<file path="src/rtl/mod_memstage.sv">
// Memory-access stage between execute and writeback: issues load/store/stack accesses over a
// req/ack port and hands exactly one EX_WB record per instruction to writeback.
package mod_memstage_pkg;
  typedef struct packed {
    logic [7:0]  opcode;
    logic [63:0] alu_result;
    logic [63:0] alu_result2;
    logic [7:0]  reg_byte;
    logic [7:0]  rm_byte;
    logic [63:0] pc_contents;
    logic        sim_end;
  } ex_wb_t;
endpackage

module mod_memstage
  import mod_memstage_pkg::*;
#(
  parameter int ADDR_W  = 64,
  parameter int DATA_W  = 64,
  parameter int TIMEOUT = 255
) (
  input  logic              clk,
  input  logic              reset,
  input  logic              ex_valid,
  output logic              ex_ready,
  input  ex_wb_t            ex_wb,
  input  logic [ADDR_W-1:0] ex_mem_addr,
  input  logic [DATA_W-1:0] ex_store_data,
  input  logic [63:0]       rsp_value,
  input  logic              flush,
  output logic              mem_req,
  output logic              mem_we,
  output logic [ADDR_W-1:0] mem_addr,
  output logic [DATA_W-1:0] mem_wdata,
  input  logic              mem_ack,
  input  logic [DATA_W-1:0] mem_rdata,
  output ex_wb_t            exwb,
  output logic              can_writeback,
  output logic              store_memstage_active,
  output logic              mem_err
);

  typedef enum logic [1:0] {
    ST_IDLE = 2'd0,
    ST_MEM  = 2'd1,
    ST_OUT  = 2'd2
  } state_t;

  state_t            state_r;
  logic              ex_ready_r;
  logic              mem_req_r;
  logic              mem_we_r;
  logic [ADDR_W-1:0] mem_addr_r;
  logic [DATA_W-1:0] mem_wdata_r;
  ex_wb_t            exwb_r;
  logic              can_wb_r;
  logic              store_act_r;
  logic              mem_err_r;
  logic [7:0]        cnt_r;

  logic              is_mem_s;
  logic              is_we_s;
  logic [ADDR_W-1:0] addr_s;
  logic [DATA_W-1:0] wdata_s;
  logic              transfer_s;
  logic [7:0]        cnt_nxt_s;
  logic              timeout_s;

  // flush only gates acceptance; a request already on the bus always runs to completion
  assign transfer_s = ex_valid & ex_ready_r & ~flush;
  assign cnt_nxt_s  = cnt_r + 8'd1;
  assign timeout_s  = (cnt_nxt_s == 8'(TIMEOUT));

  // Classify the offered opcode and form its memory request (stack ops use modulo-2^64 RSP math).
  always_comb begin
    is_mem_s = 1'b0;
    is_we_s  = 1'b0;
    addr_s   = {ADDR_W{1'b0}};
    wdata_s  = {DATA_W{1'b0}};
    case (ex_wb.opcode) inside
      8'h89: begin
        is_mem_s = 1'b1;
        is_we_s  = 1'b1;
        addr_s   = ex_mem_addr;
        wdata_s  = ex_store_data;
      end
      8'h8B: begin
        is_mem_s = 1'b1;
        addr_s   = ex_mem_addr;
      end
      [8'h50:8'h57]: begin
        is_mem_s = 1'b1;
        is_we_s  = 1'b1;
        addr_s   = ADDR_W'(rsp_value - 64'd8);
        wdata_s  = ex_store_data;
      end
      [8'h58:8'h5F]: begin
        is_mem_s = 1'b1;
        addr_s   = ADDR_W'(rsp_value);
      end
      8'hE8, 8'hFF: begin
        is_mem_s = 1'b1;
        is_we_s  = 1'b1;
        addr_s   = ADDR_W'(rsp_value - 64'd8);
        wdata_s  = DATA_W'(ex_wb.pc_contents);
      end
      default: begin
        is_mem_s = 1'b0;
      end
    endcase
  end

  // Stage sequencer: accept, run the memory handshake, and strobe the record to writeback.
  always_ff @(posedge clk or negedge reset) begin
    if (!reset) begin
      state_r     <= ST_IDLE;
      ex_ready_r  <= 1'b1;
      mem_req_r   <= 1'b0;
      mem_we_r    <= 1'b0;
      mem_addr_r  <= {ADDR_W{1'b0}};
      mem_wdata_r <= {DATA_W{1'b0}};
      exwb_r      <= '0;
      can_wb_r    <= 1'b0;
      store_act_r <= 1'b0;
      mem_err_r   <= 1'b0;
      cnt_r       <= 8'd0;
    end else begin
      case (state_r)
        ST_IDLE, ST_OUT: begin
          can_wb_r    <= 1'b0;
          store_act_r <= 1'b0;
          if (transfer_s) begin
            exwb_r <= ex_wb;
            if (is_mem_s) begin
              state_r     <= ST_MEM;
              ex_ready_r  <= 1'b0;
              mem_req_r   <= 1'b1;
              mem_we_r    <= is_we_s;
              mem_addr_r  <= addr_s;
              mem_wdata_r <= wdata_s;
              cnt_r       <= 8'd0;
            end else begin
              state_r  <= ST_OUT;
              can_wb_r <= 1'b1;
            end
          end else begin
            state_r <= ST_IDLE;
          end
        end
        ST_MEM: begin
          if (mem_ack) begin
            if (!mem_we_r) begin
              exwb_r.alu_result <= 64'(mem_rdata);
            end
            state_r     <= ST_OUT;
            ex_ready_r  <= 1'b1;
            mem_req_r   <= 1'b0;
            can_wb_r    <= 1'b1;
            store_act_r <= mem_we_r;
          end else if (timeout_s) begin
            // abandon the access but still retire the record so the pipeline keeps moving
            mem_err_r   <= 1'b1;
            state_r     <= ST_OUT;
            ex_ready_r  <= 1'b1;
            mem_req_r   <= 1'b0;
            can_wb_r    <= 1'b1;
            store_act_r <= 1'b0;
          end else begin
            cnt_r <= cnt_nxt_s;
          end
        end
        default: begin
          state_r     <= ST_IDLE;
          ex_ready_r  <= 1'b1;
          mem_req_r   <= 1'b0;
          can_wb_r    <= 1'b0;
          store_act_r <= 1'b0;
        end
      endcase
    end
  end

  assign ex_ready              = ex_ready_r;
  assign mem_req               = mem_req_r;
  assign mem_we                = mem_we_r;
  assign mem_addr              = mem_addr_r;
  assign mem_wdata             = mem_wdata_r;
  assign exwb                  = exwb_r;
  assign can_writeback         = can_wb_r;
  assign store_memstage_active = store_act_r;
  assign mem_err               = mem_err_r;

endmodule

</file>
<file path="config.mk">
export PLATFORM = sky130hd
export DESIGN_NAME = mod_memstage
export DESIGN_NICKNAME = d
export VERILOG_FILES = /design/src/rtl/mod_memstage.sv
export SDC_FILE = /design/constraint.sdc
export NUM_CORES = 1
export LEC_CHECK = 0
export BUFFER_PORTS_ARGS = -buffer_cell sky130_fd_sc_hd__buf_2
export CAP_MARGIN = 20
export CORE_AREA = 2 2 325 327
export DETAILED_ROUTE_END_ITERATION = 7
export DIE_AREA = 0 0 327 329
export PLACE_DENSITY = 0.4
export SLEW_MARGIN = 20
export SYNTH_ARGS = -nofsm -noshare
export SYNTH_HDL_FRONTEND = slang
export SYNTH_SLANG_ARGS = --single-unit
</file>
<file path="constraint.sdc">
create_clock -name clk -period 2.05 [get_ports clk]
set_clock_uncertainty 0.15 [all_clocks]
set_input_delay 0 -clock clk [delete_from_list [all_inputs] [get_ports clk]]
set_output_delay 0 -clock clk [all_outputs]
set_load 0.05 [all_outputs]
</file>
# [Word level (Yosys, flattened, before mapping)]
# Cells that the tools add are included.
# W data, S select, Z words.
[op_classes] n_addsub=2 n_lt_le_gt_ge=4 eq_ne=14 mux=48 n_bitwise=4 n_reduce_logical=12
[ops] op="$mux W64" n=12
[ops] op="$mux W209" n=1
[ops] op="$pmux W64 S2" n=1
[ops] op="$sub A64 B4 Y64 const B" n=1
[ops] op="$eq A8 B8 Y1 const B" n=5
[ops] op="$mux W8" n=4
[ops] op="$mux W1" n=21
[ops] op="$ge A8 B7 Y1 const B" n=2
[ops] op="$le A8 B7 Y1 const B" n=2
[ops] op="$pmux W8 S2" n=1
[ops] op="$ne A2 B2 Y1 const B" n=6
[ops] op="$reduce_and A3 Y1" n=3
[ops] op="$add A8 B1 Y8 const B" n=1
[ops] op="$mux W2" n=4
[ops] op="$pmux W1 S2" n=3
[ops] op="$reduce_and A5 Y1" n=1
[ops] op="$pmux W2 S2" n=1
[ops] op="$reduce_and A4 Y1" n=1
[ops] op="$reduce_or A2 Y1" n=2
[ops] op="$ne A3 B3 Y1 const B" n=1
[ops] op="$and A1 B1 Y1" n=2
[ops] op="$eq A2 B1 Y1 const B" n=1
[ops] op="$eq A2 B2 Y1 const B" n=1
[ops] op="$logic_and A1 B1 Y1" n=2
[ops] op="4 further kinds" n=5
[word_totals] ff_bits=361 output_inout_bits=351 elab_cells=101

# [Depth between registers and ports, before layout]
[depth] ltp_word=10 mapped_depth=9 depth_no_buf=9

# [Least setup slack after synthesis]
# Ideal clock, no wire load.
[synth_path] path_kind="register to register" from="register ex_ready_r (netlist: ex_ready)" to="register exwb_r (netlist bit exwb[174])" setup_ns=0.135 t_arrival_ns=2.129 path_slack_ns=-0.363 stages_incl_launch_ff=9 n_path_buf=3 period_less_slack_ns=2.413 cell_sequence="dfstp_2 -> nand2_1 -> nor3_1 -> a31oi_1 -> clkbuf_1 -> clkbuf_1 -> clkbuf_1 -> nand2_1 -> o21ai_0"
[synth_between] elab_chain_len=4
[synth_lines] item="start, declared" line_no="50" rtl="logic ex_ready_r;"
[synth_lines] item="start signal, assigned" line_no="117" rtl="ex_ready_r <= 1'b1;"
[synth_lines] item="start signal, assigned" line_no="136" rtl="ex_ready_r <= 1'b0;"
[synth_lines] item="start signal, assigned" line_no="156" rtl="ex_ready_r <= 1'b1;"
[synth_lines] item="$and A1 B1 Y1 (2 in a row)" line_no="70" rtl="assign transfer_s = ex_valid & ex_ready_r & ~flush;"
[synth_lines] item="$ne A2 B2 Y1 (no source line)"
[synth_lines] item="$reduce_and A4 Y1 (no source line)"
[synth_lines] item="end signal, assigned" line_no="133" rtl="exwb_r <= ex_wb;"
[synth_lines] item="end, declared" line_no="55" rtl="ex_wb_t exwb_r;"
# No other way between the ends.
# A chain may end at the register's enable or synchronous reset.

# [Worst setup path in the final report]
[layout_path] from="register cnt_r[0]" to="register cnt_r[5]"
[layout_between] elab_chain_len=4
[layout_lines] item="start, declared" line_no="59" rtl="logic [7:0] cnt_r;"
[layout_lines] item="start signal, assigned" line_no="169" rtl="cnt_r <= cnt_nxt_s;"
[layout_lines] item="$add A8 B1 Y8 *" line_no="71" rtl="assign cnt_nxt_s = cnt_r + 8'd1;"
[layout_lines] item="$eq A8 B8 Y1 / $mux W8 (equally long branches)" line_no="72, 160"
[layout_lines] item="$ne A2 B2 Y1 (no source line) / $mux W8 (equally long branches)"
[layout_lines] item="$reduce_and A5 Y1 (no source line) / $pmux W8 S2 (equally long branches)"
# Mark *: on every way between the ends. The rest lies on a longest branch, timed or not. The select of a mux whose other input is x is not followed.

==> metrics.txt <==
worst endpoint required time around 2.4 ns; number of global-route vias before repair 21700; wire per inst 18.9 um; CP Launch Type register; largest net degree at the start of global routing just over 60; Crit. End Element register; vias per inst approximately 4.2; Total GRT Usage 0.164; FP Rows ~120; Root Buffer clkbuf_16; status complete, but fails checks; # DRC 0; Clock transition at path regs around 0.060 ns; # nets final approximately 4000; Max-slew headroom 0.538; setup ws final -0.0391 ns; post-placement worst setup slack -0.429 ns; Crit Path Class reg -> reg; synth unique cells slightly above 60; Iter 0 DRT Violations roughly 1100; Die Width about 330 um; RSZ-0062 raised after global routing yes; CTS tree built; layout cell share with drive strength beyond 1 0.350; Top FF cell, synth dfrtp_1; CTS H-tree depth 2; Critical Path AT roughly 2.4 ns; final setup fails 2; core outline area between 100000 and 150000 um^2; IO Pins about 830; Antenna Nets Post-Route 0; Design Area, Final ~33000 um^2; Num CTS Buffers 47; ys async rst share 1.00; antenna violations before repair 11; Seq/Total Area, Yosys 0.541; clock buffer depth 3; Sink Count 360; Syn. warnings 0; die area ~110000 um^2; Final Cycle Share 1.02; input/output buffers 828; Fmax 479 MHz; P per Cell Area roughly 540 nW/um^2; Post-Syn Area roughly 17000 um^2; placed cell areas about 25000 um^2; Max Cap Violations 0; HPWL Detailed about 68 mm; worst-case vdd ir drop roughly 0.54 mV; die height around 330 um; Yosys reg bits 360; syn_nets roughly 2400; worst-margin pin slew between 0.6 and 0.7 ns; Final Hold Viols 1; setup_tns -0.0394 ns; Fin Hold WS -0.0519 ns; Initial Utilization 0.159; LEAKAGE 0.0164 uW; Slew Viols, Final 0; clock latency on the worst-skew pair between 0.6 and 0.7 ns; Placer Congestion ~0.82; global-route wire length before repair 135 mm; Avg Inst Size Synth around 9 um^2; synthesis-to-layout area growth 98.3%; total routed wirelength approximately 94 mm; failing checks negative hold slack, negative setup slack; cell count after synthesis 1894; CP Max Fanout 6; number of flops mapped to enable cells by yosys 0; drt pass-1 iters 5; vias 21000; Final Critical Period roughly 2.1 ns; Congestion Overflow GR 0; Hold Path Class in -> reg
power breakdown:
part / internal, uW / total, uW / switching [uW]
sequential: 7110 / 7110 / 0
combinational: 1330 / 2170 / 838
clock: 5010 / 8560 / 3540
final cells by class:
cell class | instances | area (um^2)
fillers | 11100 | 71400
repair buffers | 1739 | 13200
flip-flops and latches | 360 | 9010
multi-input cells | 1394 | 7460
well taps | 1391 | 1740
clock buffers | 66 | 1360
clock inverters | 19 | 203
inverters | 9 | 33.8
diodes | 3 | 7.51
synth_stat cells, types with 8 or more instances:
master    count  share of area
nor3_1       32         0.0096
a31oi_1      29          0.011
o21ai_0     109          0.033
nor4_1       15         0.0056
nor2_1      125          0.028
or4_1         9         0.0041
dfrtp_1     359           0.54
o22ai_1      23         0.0086
o21ai_1      13         0.0039
clkbuf_1    127          0.029
o211ai_1     13         0.0059
o311a_1       8         0.0048
a21oi_1     107          0.032
inv_1         9         0.0020
nand2_1     593           0.13
nand3_1      18         0.0054
o31ai_1      11         0.0050
a22oi_1     136          0.061
nand4_1      16         0.0060
or3_1        25         0.0094
worst paths after layout:
path / start / endpoint / slack [ns] / cells after the start
worst min-delay path: rsp_value[12] / mem_addr[13] / -0.05 / 6
worst max register to register: cnt_r[0] / cnt_r[5] / -0.04 / 7
worst max-delay path: cnt_r[0] / cnt_r[5] / -0.04 / 7
worst min register to register: mem_err / mem_err / 0.31 / 2
min in group asynchronous: reset / exwb[199] / 0.02 / 3
max in group asynchronous: reset / exwb[179] / 1.26 / 4
through the flow:
stage | std cells | power, uW | hold WS (ns) | util
after CTS | 4954 | 18100 | -0.0103 | 0.312
after global placement | 4240 | 8430 | -0.155 | 0.236
after global routing | 4980 | 18500 | 0.00506 | 0.316
after floorplan | 1894 | 7380 | -0.446 | -
final | 4981 | 17800 | -0.0519 | 0.316
after detailed placement | 4240 | 8420 | -0.153 | 0.236
logic make-up after synthesis:
logic type,synth area share
AND/OR/NAND/NOR,0.224
AO/OA/AOI/OAI,0.192
flip-flops,0.541
buffers and inverters,0.0330
XOR/XNOR,0.00579
multiplexers,0.00180
adder cells (fa/ha/maj),0.00226
routing by layer:
metal  up-vias  wire, um  track usage
li1       9974         -            -
met1     10100     40300        0.206
met2       765     45200        0.277
met3       187      5490       0.0345
met4         6      3270       0.0593
met5         -        34            0
layout by cell type (no fill, tap or decap), drive strengths merged, types with 7 or more instances in the layout:
cell type,synthesis,layout
a21o,7,7
a21oi,107,107
a22oi,136,136
a31oi,29,29
buf,6,1105
clkbuf,127,68
clkinv,0,10
dfrtp,359,359
dlygate4sd3,0,627
inv,9,14
nand2,593,593
nand3,18,18
nand4,16,16
nor2,125,126
nor3,33,33
nor4,21,21
o211ai,13,13
o21ai,122,122
o22ai,23,23
o311a,8,8
o31ai,11,11
or3,26,26
or4,10,10
xnor2,7,7
state kept, by name, indices dropped and copies added, names as in the netlist, 2 cells and up:
register   flops
state_r        2
exwb         217
mem_addr      64
mem_wdata     64
cnt_r          8
timing repair:
action	in CTS	in global routing
hold buffers	629	5
pin swaps	0	20
cloned	0	4
hold endpoints to repair	717	5
buffers inserted	0	21
gates resized for setup	7	51
setup endpoints to repair	6	85
critical path, cell delays in order (launching register included):
cell	delay, ns
dfrtp_1	0.40
ha_4	0.19
a31o_4	0.21
and4_1	0.18
o211ai_1	0.24
nand2_2	0.17
a21o_1	0.25
a21o_1	0.18
Power figures use the tool's default switching activity.
